**src/rtl/mips_pipe_pkg.sv**
```systemverilog
// Shared pipeline definitions: control bundle layout, forward selects and
// the register-index helpers used by the ID/EX stage and its hazard logic.
package mips_pipe_pkg;

  localparam int CTRL_W = 12;

  // Bit positions inside {RegWrite, MemRead, MemWrite, MemtoReg, ALUSrc, RegDst[1:0], Branch, ALUOp[3:0]}
  localparam int CTRL_REGWRITE = 11;
  localparam int CTRL_MEMREAD  = 10;
  localparam int CTRL_MEMWRITE = 9;
  localparam int CTRL_MEMTOREG = 8;
  localparam int CTRL_ALUSRC   = 7;
  localparam int CTRL_REGDST_HI = 6;
  localparam int CTRL_REGDST_LO = 5;
  localparam int CTRL_BRANCH   = 4;
  localparam int CTRL_ALUOP_HI = 3;
  localparam int CTRL_ALUOP_LO = 0;

  localparam logic [CTRL_W-1:0] CTRL_BUBBLE = 12'h000;

  localparam logic [1:0] FWD_RF  = 2'b00;
  localparam logic [1:0] FWD_WB  = 2'b01;
  localparam logic [1:0] FWD_EXM = 2'b10;

  localparam logic [4:0] REG_ZERO = 5'd0;

  // True when a write port targets a real (non-$0) register matching idx.
  function automatic logic wr_hit(input logic we, input logic [4:0] wr_rd,
                                  input logic [4:0] idx);
    return we && (wr_rd != REG_ZERO) && (wr_rd == idx);
  endfunction

endpackage

```
**src/rtl/hazard_fwd_unit.sv**
```systemverilog
// Combinational load-use hazard detection and EX-stage forwarding selects,
// evaluated against the current ID/EX latch contents.
module hazard_fwd_unit
  import mips_pipe_pkg::*;
(
  input  logic       ex_valid,
  input  logic       ex_memread,
  input  logic [4:0] ex_rs,
  input  logic [4:0] ex_rt,
  input  logic [4:0] id_rs,
  input  logic [4:0] id_rt,
  input  logic       exm_we,
  input  logic [4:0] exm_rd,
  input  logic       wb_we,
  input  logic [4:0] wb_rd,
  output logic       hz,
  output logic [1:0] fwd_a,
  output logic [1:0] fwd_b
);

  // Hazard and forward-select decode; bubbles never forward.
  always_comb begin
    hz    = 1'b0;
    fwd_a = FWD_RF;
    fwd_b = FWD_RF;
    if (ex_valid) begin
      hz = ex_memread && (ex_rt != REG_ZERO) && ((ex_rt == id_rs) || (ex_rt == id_rt));
      if (wr_hit(exm_we, exm_rd, ex_rs)) begin
        fwd_a = FWD_EXM;
      end else if (wr_hit(wb_we, wb_rd, ex_rs)) begin
        fwd_a = FWD_WB;
      end else begin
        fwd_a = FWD_RF;
      end
      if (wr_hit(exm_we, exm_rd, ex_rt)) begin
        fwd_b = FWD_EXM;
      end else if (wr_hit(wb_we, wb_rd, ex_rt)) begin
        fwd_b = FWD_WB;
      end else begin
        fwd_b = FWD_RF;
      end
    end else begin
      hz    = 1'b0;
      fwd_a = FWD_RF;
      fwd_b = FWD_RF;
    end
  end

endmodule

```
**src/rtl/id_ex_stage.sv**
```systemverilog
// ID/EX pipeline latch with writeback bypass, load-use bubble insertion,
// branch flush and a saturating stall counter.
module id_ex_stage
  import mips_pipe_pkg::*;
(
  input  logic              clk,
  input  logic              reset,
  input  logic [4:0]        id_rs,
  input  logic [4:0]        id_rt,
  input  logic [4:0]        id_rd,
  input  logic [31:0]       id_imm,
  input  logic [31:0]       id_pc4,
  input  logic [CTRL_W-1:0] id_ctrl,
  input  logic [31:0]       rf_data1,
  input  logic [31:0]       rf_data2,
  input  logic              wb_we,
  input  logic [4:0]        wb_rd,
  input  logic [31:0]       wb_data,
  input  logic              exm_we,
  input  logic [4:0]        exm_rd,
  input  logic              flush,
  output logic              stall_o,
  output logic              ex_valid,
  output logic [CTRL_W-1:0] ex_ctrl,
  output logic [31:0]       ex_op1,
  output logic [31:0]       ex_op2,
  output logic [31:0]       ex_imm,
  output logic [31:0]       ex_pc4,
  output logic [4:0]        ex_rs,
  output logic [4:0]        ex_rt,
  output logic [4:0]        ex_rd,
  output logic [1:0]        fwd_a,
  output logic [1:0]        fwd_b,
  output logic [15:0]       stall_cnt
);

  logic              valid_d, valid_q;
  logic [CTRL_W-1:0] ctrl_d, ctrl_q;
  logic [31:0]       op1_d, op1_q, op2_d, op2_q, imm_d, imm_q, pc4_d, pc4_q;
  logic [4:0]        rs_d, rs_q, rt_d, rt_q, rd_d, rd_q;
  logic [15:0]       stall_cnt_d, stall_cnt_q;
  logic [31:0]       byp1_s, byp2_s;
  logic              hz_s;

  hazard_fwd_unit u_hfu (
    .ex_valid  (valid_q),
    .ex_memread(ctrl_q[CTRL_MEMREAD]),
    .ex_rs     (rs_q),
    .ex_rt     (rt_q),
    .id_rs     (id_rs),
    .id_rt     (id_rt),
    .exm_we    (exm_we),
    .exm_rd    (exm_rd),
    .wb_we     (wb_we),
    .wb_rd     (wb_rd),
    .hz        (hz_s),
    .fwd_a     (fwd_a),
    .fwd_b     (fwd_b)
  );

  // $0 always reads as zero; otherwise a same-cycle writeback wins over the RF.
  always_comb begin
    byp1_s = 32'h0;
    byp2_s = 32'h0;
    if (id_rs == REG_ZERO) byp1_s = 32'h0;
    else if (wr_hit(wb_we, wb_rd, id_rs)) byp1_s = wb_data;
    else byp1_s = rf_data1;
    if (id_rt == REG_ZERO) byp2_s = 32'h0;
    else if (wr_hit(wb_we, wb_rd, id_rt)) byp2_s = wb_data;
    else byp2_s = rf_data2;
  end

  // Next latch contents: flush beats load-use, both insert an all-zero bubble.
  always_comb begin
    valid_d     = 1'b0;
    ctrl_d      = CTRL_BUBBLE;
    op1_d       = 32'h0;
    op2_d       = 32'h0;
    imm_d       = 32'h0;
    pc4_d       = 32'h0;
    rs_d        = REG_ZERO;
    rt_d        = REG_ZERO;
    rd_d        = REG_ZERO;
    stall_cnt_d = stall_cnt_q;
    stall_o     = 1'b0;
    if (flush) begin
      stall_o = 1'b0;
    end else if (hz_s) begin
      stall_o = 1'b1;
      if (stall_cnt_q != 16'hFFFF) stall_cnt_d = stall_cnt_q + 16'd1;
      else stall_cnt_d = stall_cnt_q;
    end else begin
      valid_d = 1'b1;
      ctrl_d  = id_ctrl;
      op1_d   = byp1_s;
      op2_d   = byp2_s;
      imm_d   = id_imm;
      pc4_d   = id_pc4;
      rs_d    = id_rs;
      rt_d    = id_rt;
      rd_d    = id_rd;
    end
  end

  // ID/EX latch and stall counter.
  always_ff @(posedge clk or negedge reset) begin
    if (!reset) begin
      valid_q     <= 1'b0;
      ctrl_q      <= CTRL_BUBBLE;
      op1_q       <= 32'h0;
      op2_q       <= 32'h0;
      imm_q       <= 32'h0;
      pc4_q       <= 32'h0;
      rs_q        <= REG_ZERO;
      rt_q        <= REG_ZERO;
      rd_q        <= REG_ZERO;
      stall_cnt_q <= 16'h0;
    end else begin
      valid_q     <= valid_d;
      ctrl_q      <= ctrl_d;
      op1_q       <= op1_d;
      op2_q       <= op2_d;
      imm_q       <= imm_d;
      pc4_q       <= pc4_d;
      rs_q        <= rs_d;
      rt_q        <= rt_d;
      rd_q        <= rd_d;
      stall_cnt_q <= stall_cnt_d;
    end
  end

  assign ex_valid  = valid_q;
  assign ex_ctrl   = ctrl_q;
  assign ex_op1    = op1_q;
  assign ex_op2    = op2_q;
  assign ex_imm    = imm_q;
  assign ex_pc4    = pc4_q;
  assign ex_rs     = rs_q;
  assign ex_rt     = rt_q;
  assign ex_rd     = rd_q;
  assign stall_cnt = stall_cnt_q;

endmodule

```
**config.mk**
```make
export PLATFORM = sky130hd
export DESIGN_NAME = id_ex_stage
export DESIGN_NICKNAME = d
export VERILOG_FILES = /design/src/rtl/mips_pipe_pkg.sv /design/src/rtl/hazard_fwd_unit.sv /design/src/rtl/id_ex_stage.sv
export SDC_FILE = /design/constraint.sdc
export NUM_CORES = 1
export LEC_CHECK = 0
export ABC_AREA = 0
export ABC_CLOCK_PERIOD_IN_PS = 2900
export BUFFER_PORTS_ARGS = -buffer_cell sky130_fd_sc_hd__buf_2
export CELL_PAD_IN_SITES_DETAIL_PLACEMENT = 0
export CELL_PAD_IN_SITES_GLOBAL_PLACEMENT = 2
export CORE_ASPECT_RATIO = 1.4
export CORE_MARGIN = 1.5
export CORE_UTILIZATION = 28
export CTS_BUF_LIST = sky130_fd_sc_hd__clkbuf_8
export CTS_CLUSTER_SIZE = 12
export DETAILED_ROUTE_END_ITERATION = 10
export MAX_ROUTING_LAYER = met4
export PLACE_DENSITY_LB_ADDON = 0.1
export SLEW_MARGIN = 25
export SYNTH_ARGS = -nofsm -noshare
export SYNTH_HDL_FRONTEND = slang
export SYNTH_SLANG_ARGS = --single-unit
```
**constraint.sdc**
```tcl
create_clock -name clk -period 2.9 [get_ports clk]
set_clock_uncertainty 0.15 [all_clocks]
set_input_delay 0.58 -clock clk [delete_from_list [all_inputs] [get_ports clk]]
set_output_delay 0.58 -clock clk [all_outputs]
set_load 0.03 [all_outputs]
```
==> results of run 1 <==
## logic make-up after synthesis
group	Yosys count
adder cells (fa/ha/maj)	1
multiplexers	67
AND/OR/NAND/NOR	219
flip-flops	172
AO/OA/AOI/OAI	17
XOR/XNOR	52
buffers and inverters	37
## how the worst max path moves through the flow
stage	from	to	slack [ps]	depth (start not counted)
floorplan	exm_rd[0]	fwd_a[0]	170	4
global placement	exm_rd[0]	fwd_a[0]	160	6
detailed placement	exm_rd[0]	fwd_a[0]	190	6
CTS	ex_rt[0]	stall_o	60	5
global route	ex_rt[1]	fwd_b[1]	-20	5
finish	ex_rt[0]	stall_o	160	5
## layout by cell type, fill, tap and decap left out, drive strengths merged, types with 2 or more instances in the layout
cell type / instances
dfrtp: 172
nand3: 17
and3: 5
bufinv: 3
nor4: 7
o21ai: 5
nor2: 68
mux2i: 64
and2: 94
diode: 6
clkinvlp: 3
mux2: 3
or4: 4
nand2: 7
clkinv: 2
buf: 390
nand2b: 2
clkbuf: 21
a21oi: 5
xor2: 15
nor3: 7
inv: 4
xnor2: 37
nand4: 4
## power groups by stage
stage	clock network (mW)	logic (mW)	registers, mW
2_1_floorplan	0	0.247	2.87
3_3_place_gp	0	0.902	2.62
3_5_place_dp	0	0.911	2.62
4_1_cts	1.91	0.914	2.57
5_1_grt	2.00	0.972	2.58
6_report	1.83	0.895	2.57
## cell type report
type                       instances  area share (%)
timing repair buffer             391            21.3
tap                              315            4.04
clock inverter                    10            1.42
inverter                           2          0.0770
multi-input combinational        356            25.9
sequential                       172            44.2
antenna                            6           0.154
clock buffer                      21            2.96
## critical path, stage by stage, from the launching register on
cell,delay [ps]
dfrtp_2,500
xnor2_1,180
nand3_1,120
o22a_1,310
nor3_2,210
buf_2,230
## state kept, by name, indices dropped and copies added (netlist names)
register / cells
stall_cnt: 16
ex_pc4: 32
ex_op1: 32
ex_imm: 32
ex_rd: 5
ex_rt: 5
ex_op2: 32
ex_valid: 1
ex_ctrl: 12
ex_rs: 5
## what timing repair did
action                     in CTS  in global routing
setup buffers                   0                  0
hold endpoints to repair        7                  0
cloned                          0                  0
gates resized for setup         4                  2
setup endpoints to repair       1                  1
hold buffers                    1                  0
## layer usage
metal	track usage (%)	vias to the layer above	share of wire, %
met5	-	-	0
met4	6.56	0	1.7
met3	7.58	19	9.8
met2	31.5	264	52
met1	18.5	2668	36
li1	-	2600	-
==> impl_metrics.py, run 1 <==
metrics = {
    "pwr": {
        "p_seq_share_pct": 48.5,
        "ir_drop_mv": 0.427,
        "p_sw_mw": 1.52,
        "p_clk_share_pct": 34.6,
        "switching_share_pct": 28.7,
        "p_comb_share_pct": 16.9,
        "p_int_mw": 3.78,
        "p_leak_nw": 4.99,
        "power.total_mw": 5.29,
        "power_density_nw_per_um2": 543,
    },
    "routing": {
        "drt-pass1-iter-count": 4,
        "routed_wl_mm": 23.2,
        "vias_per_cell": 4.36,
        "vias": 5551,
        "drc_errors": 0,
        "postRouteAntennaNets": 0,
        "wire_per_inst_um": 18.2,
        "drt_iter0_markers": 183,
    },
    "yosys": {
        "synth_ff_type": "dfrtp_1",
        "synth_cell_types": 42,
        "syn_inst": 565,
        "avgSynthCellArea_um2": 12.5,
        "syn_nets": 768,
        "synth_most_common_cell": "dfrtp_1",
        "ys_seq_area_share_pct": 61.2,
        "synth_xor_area_share_pct": 6.47,
        "muxShareOfSynthArea_pct": 9.64,
        "synthTopCellsByCount": "172 x dfrtp_1, 93 x and2_1, 68 x nor2_1",
        "synth_compound_area_share_pct": 2.01,
        "synth_warnings": 0,
        "yosys.area.top_type_share_pct": 61.2,
        "yosys.area.top_type": "dfrtp_1",
        "synthAdderAreaFrac_pct": 0.178,
        "synth_area_leaders": "dfrtp_1 61%, mux2i_1 9.1%, and2_1 8.3%, xnor2_1 4.6%, nor2_1 3.6%",
        "syn_area_um2": 7040,
        "yosys.area_share.simple_pct": 17.1,
        "synth_top_family_by_area": "simple AND/OR/NAND/NOR gates",
        "synth_edf_count": 0,
        "async_reset_ff_share_pct": 100,
        "synth-seq-cells": 172,
    },
    "worst_setup_path": {
        "start_kind": "register",
        "worstPathArrival_ps": 2010,
        "critPathKind": "register to output pin",
        "reg2reg_slack_ps": 640,
        "r2r-start": "ex_rt[1]",
        "ff2ff_path_depth": 5,
        "r2r-end": "stall_cnt[1]",
        "crit_path_max_fanout": 7,
        "cp.required_ps": 2170,
        "critPathCaptureType": "output pin",
    },
    "sta": {
        "fin_crit_sh_pct": 94.4,
        "fin_setup_tns_ps": 0,
        "report.final.hold_viol_count": 0,
        "hold_ws_ps": 166,
        "finalCriticalPeriod_ps": 2740,
        "maxSlewViolCount": 0,
        "layout_setup_ws_ps": 163,
        "max_freq_mhz": 365,
        "slew_headroom_pct": 49.4,
        "setup_viol": 0,
        "worst_pin_slew_ps": 759,
    },
    "layout": {
        "final_nets": 1143,
        "post-route-cell-area_um2": 9750,
        "drive_gt1_share_pct": 46.3,
        "fin_util_pct": 39.5,
        "stdcell_count": 1273,
        "seq_area_um2": 4310,
        "syn_to_final_growth_pct": 38.6,
        "multi_input_area_um2": 2530,
        "filler_cell_count": 2471,
    },
    "clock_tree": {
        "worstSkewPairLatency_ps": 460,
        "clk_pin_slew_ps": 90,
        "cts_sinks": 172,
        "cts_tree": "built",
        "htreeDepth": 4,
        "root_buffer": "clkbuf_8",
        "cts_buffers": 17,
        "clockBufferDepth": 2,
    },
    "job": {
        "max_cap_violations": 0,
    },
    "worst_hold_path": {
        "worstHoldPathCells": 2,
        "hp-start": "id_imm[9]",
        "hp-class": "input pin to register",
        "holdPathEnd": "ex_imm[9]",
    },
    "grt": {
        "overflow": 0,
        "grt_max_degree": 77,
        "grt_pass1_wl_mm": 34.0,
        "grt_usage_pct": 18.3,
        "antenna_found_initial": 6,
        "grt_pass1_vias": 5980,
    },
    "place": {
        "dp_hpwl_mm": 17.6,
        "numPortBuffers": 378,
        "post-place-ws_ps": 187,
        "placed_cells": 1235,
        "placed_cell_area_um2": 9290,
        "place.gp.congestion": 0.770,
    },
    "floorplan": {
        "dieWidth_um": 137,
        "die_area_um2": 26100,
        "initial_utilization_pct": 28.5,
        "fp-row-count": 68,
        "core_area_um2": 24700,
        "dieHeight_um": 191,
        "ios": 379,
    },
    "outcome": {
        "status": "finished clean",
    },
}
Power figures use the tool's default switching activity.
==> run 2, diff against run 1 <==
- PLACE_DENSITY: default -> 0.87
- PLACE_DENSITY_LB_ADDON: 0.1 -> default
- SLEW_MARGIN: 25 -> 20
==> impl_metrics.py, run 2 (synthesis results as in run 1) <==
metrics = {
    "clock_tree": {
        "clk_pin_slew_ps": 90,
        "cts_tree": "built",
        "htreeDepth": 4,
        "clockBufferDepth": 2,
        "cts_setup_buffers": 0,
        "cts_sinks": 172,
        "root_buffer": "clkbuf_8",
        "cts_buffers": 17,
        "worstSkewPairLatency_ps": 470,
    },
    "sta": {
        "finalCriticalPeriod_ps": 2740,
        "slew_headroom_pct": 50.4,
        "rsz0062_at_grt": "yes",
        "fin_setup_tns_ps": 0,
        "worst_pin_slew_ps": 739,
        "max_freq_mhz": 365,
        "setup_viol": 0,
        "report.final.hold_viol_count": 0,
        "maxSlewViolCount": 0,
        "fin_crit_sh_pct": 94.5,
    },
    "worst_setup_path": {
        "crit_path_max_incr_delay_ps": 510,
        "cp.required_ps": 2170,
        "critPathCaptureType": "output pin",
        "path_cells": "xnor2_1 > nand3_1 > o22a_2 > nor3_1 > buf_2",
        "slowest_stage": "dfrtp_2",
        "critPathKind": "register to output pin",
        "worstPathArrival_ps": 2010,
        "crit_path_max_fanout": 7,
        "ff2ff_path_depth": 5,
        "start_kind": "register",
    },
    "layout": {
        "drive_gt1_share_pct": 46.8,
        "final_nets": 1144,
        "post-route-cell-area_um2": 9690,
        "syn_to_final_growth_pct": 37.7,
        "final_cell_mix": "376 x buf_2, 168 x dfrtp_1, 93 x and2_1",
        "filler_cell_count": 2484,
        "final_common_cell": "buf_2",
    },
    "floorplan": {
        "ios": 379,
        "fp-row-count": 68,
        "core_area_um2": 24700,
        "dieWidth_um": 137,
        "initial_utilization_pct": 28.5,
        "dieHeight_um": 191,
        "die_area_um2": 26100,
    },
    "routing": {
        "routed_wl_mm": 21.5,
        "vias": 5485,
        "drt-pass1-iter-count": 4,
        "wire_per_inst_um": 16.9,
        "drc_errors": 0,
        "drt_iter0_markers": 154,
        "postRouteAntennaNets": 0,
        "vias_per_cell": 4.31,
    },
    "grt": {
        "grt_max_degree": 61,
        "grt_pass1_wl_mm": 31.8,
        "grt_usage_pct": 16.9,
        "overflow": 0,
        "grt_pass1_vias": 5797,
        "antenna_found_initial": 4,
    },
    "pwr": {
        "power.total_mw": 5.08,
        "ir_drop_mv": 0.319,
        "power_density_nw_per_um2": 524,
        "p_leak_nw": 4.97,
    },
    "place": {
        "numPortBuffers": 378,
        "dp_hpwl_mm": 16.3,
        "place.gp.congestion": 0.786,
        "placed_cell_area_um2": 9270,
    },
    "job": {
        "max_cap_violations": 0,
    },
    "outcome": {
        "status": "finished clean",
    },
    "worst_hold_path": {
        "worstHoldPathCells": 2,
        "hp-class": "input pin to register",
    },
}
==> run 2: changes by cell type in the layout (fill, tap and decap cells not counted), sizes merged <==
cell      previous run  this run
clkinv               2        10
clkbuf              21        18
bufinv               3         1
clkinvlp             3         1
diode                6         4
buf                390       391
==> run 2: metal layers <==
| layer | track usage (%) | wire length (µm) |
|---|---|---|
| met5 | - | 0 |
| met4 | 7.37 | 506 |
| met3 | 4.55 | 1500 |
| met2 | 29.0 | 11400 |
| met1 | 18.2 | 8140 |
==> run 2: critical path, delay by kind of cell (launching register included) <==
family	cells	cell delay [ps]
AO/OA/AOI/OAI	1	320
AND/OR/NAND/NOR	2	300
buffers and inverters	1	230
XOR/XNOR	1	180
flip-flops	1	510
==> run 2: stage by stage <==
stage                     worst slack, ps  cells  hold slack (ps)  util (%)
after CTS                            12.3   1269             97.8      39.2
after global placement                129   1236              334      37.6
final                                 160   1273              153      39.3
after detailed placement              123   1236              345      37.6
after global routing                -29.0   1273              112      39.3
after floorplan                       174    565              134         -
==> run 2: timing repair <==
item                       4_1_cts  5_1_grt
resized for setup                3        8
setup endpoints to repair        4        4
hold endpoints to repair        58        0
hold buffers                     1        0
==> run 2: area by class of cell <==
class	instances	area [µm²]	share of cell area, %
clock inverter	14	123	1.27
sequential	172	4310	44.5
tap	315	394	4.07
multi-input combinational	356	2540	26.2
antenna	4	10.0	0.103
clock buffer	18	248	2.56
timing repair buffer	392	2060	21.2
inverter	2	7.51	0.0774
==> run 2: path summary, 6_finish.rpt <==
path / start / endpoint / slack [ps]
min in group asynchronous: reset / ex_ctrl[1] / 480
hold / removal: id_imm[21] / ex_imm[21] / 150
hold reg to reg: stall_cnt[10] / stall_cnt[10] / 350
max in group asynchronous: reset / ex_op2[17] / 1390
setup reg to reg: ex_rt[1] / ex_ctrl[3] / 560
setup / recovery: ex_rt[0] / stall_o / 160
==> run 2: power breakdown <==
part           switching [mW]  internal, mW  total [mW]
registers              0.0502          2.52        2.57
logic                   0.576         0.315       0.892
clock network           0.922         0.701        1.62
==> run 3, diff against run 2 <==
- CORE_ASPECT_RATIO: 1.4 -> 1.5
==> impl_metrics.py, run 3 (synthesis results as in run 1) <==
metrics = {
    "outcome": {
        "status": "finished clean",
    },
    "worst_setup_path": {
        "r2r-end": "ex_imm[22]",
        "cp.required_ps": 2170,
        "reg2reg_slack_ps": 550,
        "critPathCaptureType": "output pin",
        "ff2ff_path_depth": 5,
        "critPathKind": "input pin to output pin",
        "path_cells": "buf_2 > or4_1 > o21ai_1 > nor4_2 > nor4_2 > buf_2",
        "crit_path_max_fanout": 3,
        "start_kind": "input pin",
        "slowest_stage": "or4_1",
        "r2r-start": "ex_rt[1]",
        "crit_family": "simple AND/OR/NAND/NOR gates",
        "timing.critical_path.buf_inv": 2,
        "crit_path_max_incr_delay_ps": 510,
        "worstPathArrival_ps": 2140,
    },
    "layout": {
        "filler_cell_count": 2453,
        "final_cell_mix": "376 x buf_2, 169 x dfrtp_1, 93 x and2_1",
        "final_nets": 1159,
        "post-route-cell-area_um2": 9810,
        "syn_to_final_growth_pct": 39.4,
        "stdcell_count": 1296,
        "drive_gt1_share_pct": 47.4,
        "final_common_cell": "buf_2",
    },
    "worst_hold_path": {
        "holdPathEnd": "ex_ctrl[8]",
        "hp-class": "input pin to register",
        "worstHoldPathCells": 2,
        "hp-start": "id_ctrl[8]",
    },
    "grt": {
        "grt_pass1_wl_mm": 32.4,
        "overflow": 0,
        "antenna_found_initial": 3,
        "grt_pass1_vias": 5809,
        "grt_max_degree": 51,
        "grt_usage_pct": 16.9,
    },
    "floorplan": {
        "die_area_um2": 26100,
        "fp-row-count": 70,
        "initial_utilization_pct": 28.7,
        "core_area_um2": 24500,
        "dieWidth_um": 132,
        "dieHeight_um": 197,
        "ios": 379,
    },
    "routing": {
        "postRouteAntennaNets": 0,
        "wire_per_inst_um": 16.6,
        "drt_iter0_markers": 116,
        "routed_wl_mm": 21.5,
        "vias": 5509,
        "vias_per_cell": 4.25,
        "drc_errors": 0,
        "drt-pass1-iter-count": 4,
    },
    "pwr": {
        "p_leak_nw": 5.04,
        "power_density_nw_per_um2": 522,
        "power.total_mw": 5.12,
        "ir_drop_mv": 0.302,
    },
    "sta": {
        "layout_setup_ws_ps": 28.3,
        "maxSlewViolCount": 0,
        "hold_ws_ps": 164,
        "worst_pin_slew_ps": 916,
        "rsz0062_at_grt": "yes",
        "max_freq_mhz": 348,
        "fin_crit_sh_pct": 99.0,
        "report.final.hold_viol_count": 0,
        "finalCriticalPeriod_ps": 2870,
        "setup_viol": 0,
        "slew_headroom_pct": 38.5,
    },
    "clock_tree": {
        "cts_sinks": 172,
        "clockBufferDepth": 2,
        "worstSkewPairLatency_ps": 450,
        "cts_buffers": 17,
        "cts_tree": "built",
        "root_buffer": "clkbuf_8",
        "clk_pin_slew_ps": 100,
        "htreeDepth": 4,
    },
    "job": {
        "max_cap_violations": 0,
    },
    "place": {
        "dp_hpwl_mm": 16.8,
        "placed_cell_area_um2": 9350,
        "post-place-ws_ps": -12.9,
        "numPortBuffers": 378,
        "placed_cells": 1256,
        "place.gp.congestion": 0.802,
    },
}
run 3: report_power, final:
group | switching [mW] | leakage (nW) | internal (mW) | total [mW]
logic | 0.574 | 2.62 | 0.326 | 0.900
registers | 0.0517 | 2.23 | 2.52 | 2.57
clock network | 0.938 | 0.190 | 0.717 | 1.66
run 3: worst reg2reg max path, cell delays in order (launching register included):
cell	delay (ps)
dfrtp_1	500
or4_4	590
o211a_4	280
a21oi_4	150
buf_4	390
and2_1	230
run 3: metrics by stage:
| stage | utilization [%] | TNS [ps] |
|---|---|---|
| 5_1_grt | 40.0 | -54.5 |
| 2_1_floorplan | - | 0 |
| 6_report | 40.0 | 0 |
| 3_3_place_gp | 38.1 | 0 |
| 3_5_place_dp | 38.1 | -102 |
| 4_1_cts | 39.8 | 0 |
run 3: worst max path at each step:
stage	slack, ps	start	depth (start not counted)	end
6_report	30	exm_rd[0]	6	fwd_a[0]
3_3_place_gp	60	exm_rd[0]	6	fwd_a[0]
2_1_floorplan	170	exm_rd[0]	4	fwd_a[0]
5_1_grt	-50	exm_rd[0]	6	fwd_a[0]
4_1_cts	8	ex_rt[0]	5	stall_o
3_5_place_dp	-10	wb_rd[4]	7	ex_op1[27]
run 3: cell type report:
cell class / instances / area, µm² / area share (%)
sequential: 172 / 4310 / 43.9
antenna: 3 / 7.51 / 0.0765
tap: 324 / 405 / 4.13
multi-input combinational: 356 / 2540 / 25.9
clock buffer: 18 / 248 / 2.53
clock inverter: 14 / 134 / 1.36
inverter: 2 / 7.51 / 0.0765
timing repair buffer: 407 / 2160 / 22.0
run 3: repair_timing:
action / in CTS / in global routing
hold endpoints to repair: 41 / 0
setup buffers: 0 / 4
gates resized for setup: 3 / 6
pin swaps: 0 / 0
endpoints found under the setup margin: 2 / 4
hold buffers: 1 / 0
run 3: routing by layer:
metal	vias to the layer above	wire, µm	global-route usage, %
li1	2629	-	-
met1	2629	8290	18.5
met2	237	11600	29.9
met3	14	1370	4.13
met4	0	242	5.74
met5	-	0	-
